[config.mk]
export PLATFORM = sky130hd
export DESIGN_NAME = fifo_push_arbiter_flat
export DESIGN_NICKNAME = d
export VERILOG_FILES = /design/src/rtl/fifo_pkg.sv /design/src/rtl/fifo_push_arbiter_if.sv /design/src/rtl/rr_pick.sv /design/src/rtl/fifo_push_arbiter.sv /design/src/flat_wrapper.sv
export SDC_FILE = /design/constraint.sdc
export NUM_CORES = 1
export LEC_CHECK = 0
export CORE_UTILIZATION = 40
export CTS_BUF_LIST = sky130_fd_sc_hd__clkbuf_16
export CTS_CLUSTER_SIZE = 30
export DETAILED_ROUTE_END_ITERATION = 16
export PLACE_DENSITY = 0.87
export SLEW_MARGIN = 20
export SYNTH_ARGS = -nofsm -noshare
export SYNTH_HDL_FRONTEND = slang
export SYNTH_HIERARCHICAL = 1
export SYNTH_SLANG_ARGS = --single-unit
[constraint.sdc]
create_clock -name clk -period 5.2 [get_ports clk]
set_clock_uncertainty 0.15 [all_clocks]
set_input_delay 0.78 -clock clk [delete_from_list [all_inputs] [get_ports clk]]
set_output_delay 0.78 -clock clk [all_outputs]
set_load 0.01 [all_outputs]
[src/rtl/fifo_pkg.sv]
// fifo_pkg: shared types and defaults for the matrix FIFO and its push arbiter.
package fifo_pkg;
  localparam int DATA_W = 16;
  typedef logic [DATA_W-1:0] data_t;
  localparam int ARB_NUM_REQ = 4;
  localparam int ARB_ROW_LEN = 8;
  typedef enum logic {IDLE, BURST} arb_state_t;
  function automatic int clog2_min1(input int n);
    return n > 1 ? $clog2(n) : 1;
  endfunction
endpackage

[src/rtl/fifo_push_arbiter_if.sv]
// fifo_push_arbiter_if: producer-side request bus plus the fifo_matrix push port.
interface fifo_push_arbiter_if
  import fifo_pkg::*;
#(
  parameter int NUM_REQ = ARB_NUM_REQ
);
  logic [NUM_REQ-1:0]         req;
  data_t [NUM_REQ-1:0]        req_data;
  logic                       full;
  logic [NUM_REQ-1:0]         grant;
  logic [NUM_REQ-1:0]         ack;
  logic                       push;
  data_t                      data_in;
  logic                       busy;
  modport master (input req, req_data, full, output grant, ack, push, data_in, busy);
  modport slave (output req, req_data, full, input grant, ack, push, data_in, busy);
endinterface

[src/rtl/rr_pick.sv]
// rr_pick: picks the first asserted request at or after ptr, wrapping to index 0.
module rr_pick #(
  parameter int N  = 4,
  parameter int IW = 2
) (
  input  logic [N-1:0]  req,
  input  logic [IW-1:0] ptr,
  output logic [N-1:0]  gnt,
  output logic [IW-1:0] idx,
  output logic          valid
);
  always_comb begin
    gnt   = '0;
    idx   = '0;
    valid = 1'b0;
    for (int i = 0; i < N; i++) begin
      if (!valid && req[(int'(ptr) + i) % N]) begin
        valid = 1'b1;
        idx   = IW'((int'(ptr) + i) % N);
        gnt[(int'(ptr) + i) % N] = 1'b1;
      end
    end
  end
endmodule

[src/rtl/fifo_push_arbiter.sv]
// fifo_push_arbiter: round-robin burst-locked sharing of the fifo_matrix push port.
// Define FIFO_ARB_FIXED_PRIO_EN for fixed priority (lowest index wins, no rr_ptr).
module fifo_push_arbiter
  import fifo_pkg::*;
#(
  parameter int NUM_REQ = ARB_NUM_REQ,
  parameter int ROW_LEN = ARB_ROW_LEN
) (
  input logic               clk,
  input logic               rst,
  fifo_push_arbiter_if.master bus
);
  localparam int IW = clog2_min1(NUM_REQ);
  localparam int BW = clog2_min1(ROW_LEN);
  arb_state_t         state_q, state_d;
  logic [NUM_REQ-1:0] grant_q, grant_d, pick_gnt;
  logic [IW-1:0]      owner_q, owner_d, pick_idx, pick_ptr;
  logic [BW-1:0]      beat_q, beat_d;
  logic               pick_valid, accept, last;

  rr_pick #(.N(NUM_REQ), .IW(IW)) u_pick (
    .req   (bus.req),
    .ptr   (pick_ptr),
    .gnt   (pick_gnt),
    .idx   (pick_idx),
    .valid (pick_valid)
  );

`ifdef FIFO_ARB_FIXED_PRIO_EN
  assign pick_ptr = '0;
`else
  logic [IW-1:0] rr_ptr_q, rr_ptr_d, owner_nxt;
  assign owner_nxt = owner_q == IW'(NUM_REQ - 1) ? '0 : owner_q + 1'b1;
  assign rr_ptr_d  = accept && last ? owner_nxt : rr_ptr_q;
  assign pick_ptr  = rr_ptr_q;
  always_ff @(posedge clk or negedge rst)
    if (!rst) rr_ptr_q <= '0;
    else      rr_ptr_q <= rr_ptr_d;
`endif

  // A beat only moves while the owner still requests and the FIFO has room.
  assign accept = state_q == BURST && bus.req[owner_q] && !bus.full;
  assign last   = beat_q == BW'(ROW_LEN - 1);

  always_comb begin
    state_d = state_q;
    grant_d = grant_q;
    owner_d = owner_q;
    beat_d  = beat_q;
    if (state_q == IDLE && pick_valid) begin
      state_d = BURST;
      grant_d = pick_gnt;
      owner_d = pick_idx;
      beat_d  = '0;
    end
    if (accept) begin
      beat_d  = last ? '0 : beat_q + 1'b1;
      state_d = last ? IDLE : BURST;
      grant_d = last ? '0 : grant_q;
    end
  end

  always_ff @(posedge clk or negedge rst)
    if (!rst) begin
      state_q <= IDLE;
      grant_q <= '0;
      owner_q <= '0;
      beat_q  <= '0;
    end else begin
      state_q <= state_d;
      grant_q <= grant_d;
      owner_q <= owner_d;
      beat_q  <= beat_d;
    end

  assign bus.grant   = grant_q;
  assign bus.push    = accept;
  assign bus.ack     = accept ? grant_q : '0;
  assign bus.data_in = accept ? bus.req_data[owner_q] : '0;
  assign bus.busy    = state_q == BURST;
endmodule

[src/flat_wrapper.sv]
// flat-port wrapper written by rule: the top's interface ports become plain ports
module fifo_push_arbiter_flat import fifo_pkg::*;
#(
  parameter int NUM_REQ = ARB_NUM_REQ,
  parameter int ROW_LEN = ARB_ROW_LEN
)
  (clk, rst, bus_req, bus_req_data, bus_full, bus_grant, bus_ack, bus_push, bus_data_in, bus_busy);
  fifo_push_arbiter_if #(.NUM_REQ(NUM_REQ)) bus_i ();
  input logic clk;
  input logic rst;
  input wire logic [$bits(bus_i.req)-1:0] bus_req;
  input wire logic [$bits(bus_i.req_data)-1:0] bus_req_data;
  input wire logic [$bits(bus_i.full)-1:0] bus_full;
  output wire logic [$bits(bus_i.grant)-1:0] bus_grant;
  output wire logic [$bits(bus_i.ack)-1:0] bus_ack;
  output wire logic [$bits(bus_i.push)-1:0] bus_push;
  output wire logic [$bits(bus_i.data_in)-1:0] bus_data_in;
  output wire logic [$bits(bus_i.busy)-1:0] bus_busy;
  assign bus_i.req = bus_req;
  assign bus_i.req_data = bus_req_data;
  assign bus_i.full = bus_full;
  assign bus_grant = bus_i.grant;
  assign bus_ack = bus_i.ack;
  assign bus_push = bus_i.push;
  assign bus_data_in = bus_i.data_in;
  assign bus_busy = bus_i.busy;
  fifo_push_arbiter #(.NUM_REQ(NUM_REQ), .ROW_LEN(ROW_LEN)) u_core (.clk(clk), .rst(rst), .bus(bus_i));
endmodule
==> results.yml, run 1 <==
global_route:
  grt_pass1_wl_um: 7348
  track_usage_pct: 23.38
  grt_pass1_vias: 1486
  grt_start_max_net_pins: 25
  grt_overflow: 0
  antenna_found_initial: 0
power:
  power_frac_seq_pct: 20.9
  pwr-share-clk_pct: 13.7
  p_leak_nw: 0.9765
  pwr-share-comb_pct: 65.4
  p_int_mw: 0.6353
  switchingPower_mw: 0.4005
  p_per_area_mw_per_mm2: 401.4
  switching_share_pct: 38.66
  p_total_mw: 1.036
  irDropWorstVdd_mv: 0.2693
floorplanning:
  coreArea_sq_mm: 0.003689
  die_w_um: 64.13
  initial_core_util_pct: 41.86
  fp.dieArea_sq_mm: 0.004113
  pin_count: 97
  dieHeight_um: 64.13
  rows: 22
timing:
  period_share_pct: 72.06
  hold_violations: 0
  fmax_mhz: 266.9
  worstMarginPinSlew_ns: 0.8576
  whs_ns: 0.3808
  setup-tns-final_ns: 0
  maxSlewHeadroom_pct: 42.83
  drv_slew: 0
  fin_crit_ns: 3.747
  grt_setup_unrepaired: "no"
  setup_violations: 0
  setup_slack_ns: 1.453
layout:
  final_cell_mix: "96 x clkdlybuf4s50_1, 21 x nor2b_1, 18 x mux4_2, 18 x nand2_1, 12 x dfrtp_1"
  diodes: 0
  fillCellCount: 291
  multiInputGateArea_sq_mm: 0.001146
  final_common_cell: "clkdlybuf4s50_1"
  nets: 317
  final_util_pct: 69.95
  syn_to_final_growth_pct: 67.10
  regArea_sq_um: 300.3
  drive_above_1_share_pct: 13.08
setup_path:
  cp.arrival_ns: 2.82
  required_ns: 4.27
  crit_type: "primary input to output port"
  critPathCaptureType: "output port"
  cp-start-kind: "primary input"
  worstPathMaxFanout: 24
drt:
  routed_wl_um: 4697
  drt_iter0_markers: 70
  highest_layer: "met4"
  wl_per_cell_um: 16.48
  drt-met1-wl_um: 1966
  ant_nets: 0
  dr_wl_met3_um: 371
  route.met2.wl_um: 2304
  drc_errors: 0
  viasPerCell: 5.432
  vias: 1548
  drtPass1Iterations: 4
synth:
  seq_area_frac_synth_pct: 19.45
  synthMuxAreaShare_pct: 36.47
  yosysWarnings: 6
  synth_area_leaders: "mux4_2 26%, dfrtp_1 19%, nor2b_1 8.5%, ha_1 6.5%, nand2_1 4.4%"
  ys_ff_latch: 12
  yosysTopAreaCell: "mux4_2"
  syn_nets: 225
  synth_top_family_by_area: "multiplexers"
  yosys.area_share.adder_pct: 6.483
  synth-xor-area-share_pct: 0
  synth-simple-area-share_pct: 20.50
  synth_top_area_share_pct: 26.26
  post_synth_num_cell_types: 33
  avgSynthCellArea_sq_um: 10.58
  synth_compound_area_share_pct: 10.78
  synthCells: 146
  syn_area_sq_mm: 0.001544
clock_tree:
  htree_num_levels: 1
  numClockSinks: 12
  clkTransAtPathRegs_ns: 0.04
  cts_hold_buf: 0
  clock_latency_ns: 0.24
  cts_root_buffer: "clkbuf_16"
  cts_tree: "yes"
  cts_resized: 0
  post_cts_buffers: 0
  clk_path_buf_depth: 2
  numCtsBuffers: 3
hold_path:
  hold_path.class: "flop to flop"
placed_design:
  pre_cts_ws_ns: 1.504
  hpwl_um: 3642
  finalWeightedCongestion: 0.8955
  numPortBuffers: 96
run:
  cap_violations: 0
status:
  status: "completed"
-- metal layers --
layer	track usage (%)	up-vias
met5	0	-
met1	29.75	725
li1	-	733
met3	5.357	6
met2	40.29	84
met4	5.278	0
-- per-stage QoR --
stage	instance area, sq um	std cells
global placement	2501	281
CTS	2580	285
global route	2580	285
detailed placement	2501	281
finish	2580	285
floorplan	1544	146
-- final timing paths --
kind	startpoint	endpoint	slack, ns	depth (start not counted)
worst min register to register	u_core/beat_q[1]	u_core/beat_q[1]	0.38	2
max in group asynchronous	rst	u_core/beat_q[2]	3.80	1
worst min-delay path	u_core/beat_q[1]	u_core/beat_q[1]	0.38	2
min in group asynchronous	rst	u_core/bus.grant[2]	0.74	1
worst max register to register	u_core/pick_ptr[0]	u_core/bus.grant[2]	2.29	8
worst max-delay path	bus_full	bus_data_in[5]	1.45	5
-- critical path: stages --
cell and delay (ns):
clkdlybuf4s50_1 0.46, or3b_1 0.38, o22a_2 0.39, nor2b_1 0.23
clkdlybuf4s50_1 0.56
-- state kept, by name, indices dropped and copies added (netlist names) --
register and flops:
u_core/bus.grant 4, u_core/bus.busy 1, u_core/beat_q 3, u_core/pick_ptr 2
u_core/owner_q 2
-- cell families after synthesis --
kind of cell               Yosys count
AOI/OAI and AO/OA                   24
muxes                               30
and+or+nand+nor                     55
buffers and inverters               17
DFF                                 12
adders and majority gates            8
-- synthesized netlist by cell type --
cell / count
a22oi_1: 8
ha_1: 8
o311ai_0: 1
dfrtp_1: 12
inv_1: 7
o211ai_1: 1
nand2b_1: 2
and2b_2: 1
nor4b_4: 1
o22ai_2: 1
o21ai_0: 9
buf_6: 3
nor2_1: 5
mux4_1: 2
o22a_2: 1
nand3b_1: 1
nand2_1: 18
nor3_1: 1
mux2i_1: 6
o31ai_1: 1
clkbuf_1: 2
mux2_2: 4
nand4bb_1: 1
nor4_1: 1
a32o_1: 1
buf_2: 3
nor2b_1: 21
mux4_2: 18
nand4b_1: 1
or2_2: 1
buf_4: 2
or3b_1: 1
a21oi_1: 1
-- final cells by class --
| cell class | instances | area share [%] |
|---|---|---|
| repair buffers | 97 | 37.54 |
| inverters | 7 | 1.018 |
| well taps | 48 | 2.328 |
| clock buffers | 3 | 2.910 |
| multi-input cells | 117 | 44.42 |
| flip-flops and latches | 12 | 11.64 |
| clock inverters | 1 | 0.1455 |
-- power by group through the flow --
stage	Combinational (mW)	Sequential, mW	Clock [mW]
final	0.677	0.217	0.142
after global routing	0.730	0.230	0.148
after CTS	0.676	0.220	0.144
after detailed placement	0.670	0.221	0
after global placement	0.654	0.219	0
after floorplan	0.524	0.161	0
No activity file was read; power rests on OpenSTA's default activity.
==> inputs of run 2 (changes only) <==
--- a/config.mk
+++ b/config.mk
@@ -5,11 +5,11 @@
 export SDC_FILE = /design/constraint.sdc
 export NUM_CORES = 1
 export LEC_CHECK = 0
-export CORE_UTILIZATION = 40
+export CORE_UTILIZATION = 34
 export CTS_BUF_LIST = sky130_fd_sc_hd__clkbuf_16
 export CTS_CLUSTER_SIZE = 30
 export DETAILED_ROUTE_END_ITERATION = 16
-export PLACE_DENSITY = 0.87
+export PLACE_DENSITY = 0.78
 export SLEW_MARGIN = 20
 export SYNTH_ARGS = -nofsm -noshare
 export SYNTH_HDL_FRONTEND = slang
==> constraint.sdc (replaced) <==
create_clock -name clk -period 3.4 [get_ports clk]
set_clock_uncertainty 0.15 [all_clocks]
set_input_delay 0.51 -clock clk [delete_from_list [all_inputs] [get_ports clk]]
set_output_delay 0.51 -clock clk [all_outputs]
set_load 0.01 [all_outputs]
==> run 2 against run 1 <==
Effect of this change: via count increased by 0.13%; die area increased by 17%; design area increased by 0.78%; sequential share of layout area decreased by 0.090 points; sequential power increased by 16%; cell count increased by 2.1%; register-to-register slack got worse by 1.6 ns; critical path type unchanged.
==> results.yml, run 2 (synthesis gave the netlist of run 1 again) <==
status:
  status: "completed"
drt:
  dr_wl_met3_um: 321
  highest_layer: "met4"
  drt_iter0_markers: 40
  drt-met1-wl_um: 2049
  viasPerCell: 5.326
  drtPass1Iterations: 4
  route.met2.wl_um: 2363
  ant_nets: 0
  wl_per_cell_um: 16.38
  vias: 1550
  drc_errors: 0
  routed_wl_um: 4768
setup_path:
  path_buf_inv: 2
  crit_cells: 5
  cp-start-kind: "primary input"
  critPathTopFamily: "buffers and inverters"
  crit_end: "bus_data_in[2]"
  required_ns: 2.74
  r2r-end: "u_core/bus.grant[0]"
  worstPathMaxFanout: 24
  worst_path_most_repeated_cell: "clkdlybuf4s50_1"
  r2r_slack_ns: 0.69
  crit_type: "primary input to output port"
  cp.arrival_ns: 2.49
  critPathCaptureType: "output port"
  crit_path_start: "bus_full"
  max_stage_delay_ns: 0.56
  slowest_stage: "clkdlybuf4s50_1"
  r2r_cells: 8
  cp_cell_sequence: "clkdlybuf4s50_1, or3b_1, o22a_2, nor2b_1, clkdlybuf4s50_1"
  worstReg2RegStart: "u_core/pick_ptr[1]"
layout:
  fin_cells: 291
  syn_to_final_growth_pct: 68.40
  final_util_pct: 59.71
  final_common_cell: "clkdlybuf4s50_1"
  largest_reg_flops: 4
  final_cell_mix: "96 x clkdlybuf4s50_1, 21 x nor2b_1, 18 x mux4_2, 18 x nand2_1, 12 x dfrtp_1"
  fillCellCount: 384
  nets: 319
  drive_above_1_share_pct: 13.81
  diodes: 0
timing:
  fin_crit_ns: 3.154
  worstMarginPinSlew_ns: 0.5295
  hold_violations: 0
  fmax_mhz: 317.0
  period_share_pct: 92.77
  setup-tns-final_ns: 0
  setup_violations: 0
  drv_slew: 0
  setup_slack_ns: 0.2459
  grt_setup_unrepaired: "no"
  maxSlewHeadroom_pct: 64.59
global_route:
  grt_overflow: 0
  track_usage_pct: 19.89
  grt_start_max_net_pins: 25
  grt_pass1_wl_um: 7638
  grt_pass1_vias: 1499
  antenna_found_initial: 0
hold_path:
  min_from: "u_core/beat_q[1]"
  hold_path.class: "flop to flop"
  hold_depth: 2
placed_design:
  numPortBuffers: 96
  finalWeightedCongestion: 0.8826
  dpl.cell_count: 287
  pre_cts_ws_ns: 0.2364
  hpwl_um: 3732
clock_tree:
  cts_root_buffer: "clkbuf_16"
  cts_resized: 0
  post_cts_buffers: 0
  cts_tree: "yes"
  cts_hold_buf: 0
  clkTransAtPathRegs_ns: 0.04
  clk_path_buf_depth: 2
  clock_latency_ns: 0.24
  numClockSinks: 12
  htree_num_levels: 1
  numCtsBuffers: 3
power:
  p_per_area_mw_per_mm2: 613.9
  p_leak_nw: 0.9867
  p_total_mw: 1.596
  irDropWorstVdd_mv: 0.3777
floorplanning:
  die_w_um: 69.39
  rows: 24
  fp.dieArea_sq_mm: 0.004814
  initial_core_util_pct: 35.46
  dieHeight_um: 69.39
  coreArea_sq_mm: 0.004354
  pin_count: 97
run:
  cap_violations: 0
## run 2: changes by cell type in the layout (fill, tap and decap cells not counted)
cell,previous run,this run
buf_4,1,3
## run 2: through the flow
stage	hold WS (ns)	instance area [sq um]
finish	0.3841	2600
global route	0.4277	2600
CTS	0.3874	2600
detailed placement	0.3828	2521
global placement	0.3748	2521
floorplan	0.06441	1544
## run 2: how the worst min path moves through the flow
stage,end,slack [ns]
after floorplan,u_core/beat_q[0],0.06
after global placement,u_core/beat_q[1],0.37
after detailed placement,u_core/beat_q[1],0.38
after CTS,u_core/beat_q[1],0.39
after global routing,u_core/bus.grant[1],0.43
final,u_core/beat_q[1],0.38
## run 2: layer usage
| metal | vias to the layer above | GRT usage (%) |
|---|---|---|
| li1 | 742 | - |
| met1 | 743 | 26.80 |
| met2 | 61 | 33.55 |
| met3 | 4 | 3.779 |
| met4 | 0 | 3.628 |
| met5 | - | 0 |
## run 2: worst reg2reg max path, cell delays in order, from the launching register on
cell and delay (ns):
dfrtp_1 0.51, inv_1 0.15, ha_1 0.39, mux4_2 0.45
nor3_1 0.28, nand2b_1 0.12, nand2b_1 0.29, nand2_1 0.09
o21ai_0 0.18
## run 2: cell type report
cell class	count	area, sq um	share of cell area (%)
flip-flops and latches	12	300.3	11.55
repair buffers	99	983.4	37.82
clock inverters	1	3.754	0.1444
inverters	7	26.28	1.011
multi-input cells	117	1146	44.08
clock buffers	3	75.07	2.887
well taps	52	65.06	2.502
## run 2: power by group
| group | switching, mW | leakage [nW] | total (mW) | internal (mW) |
|---|---|---|---|---|
| Combinational | 0.499 | 0.797 | 1.13 | 0.631 |
| Sequential | 0.0542 | 0.151 | 0.252 | 0.198 |
| Clock | 0.0595 | 0.0385 | 0.214 | 0.155 |
| Total | 0.613 | 0.987 | 1.60 | 0.983 |
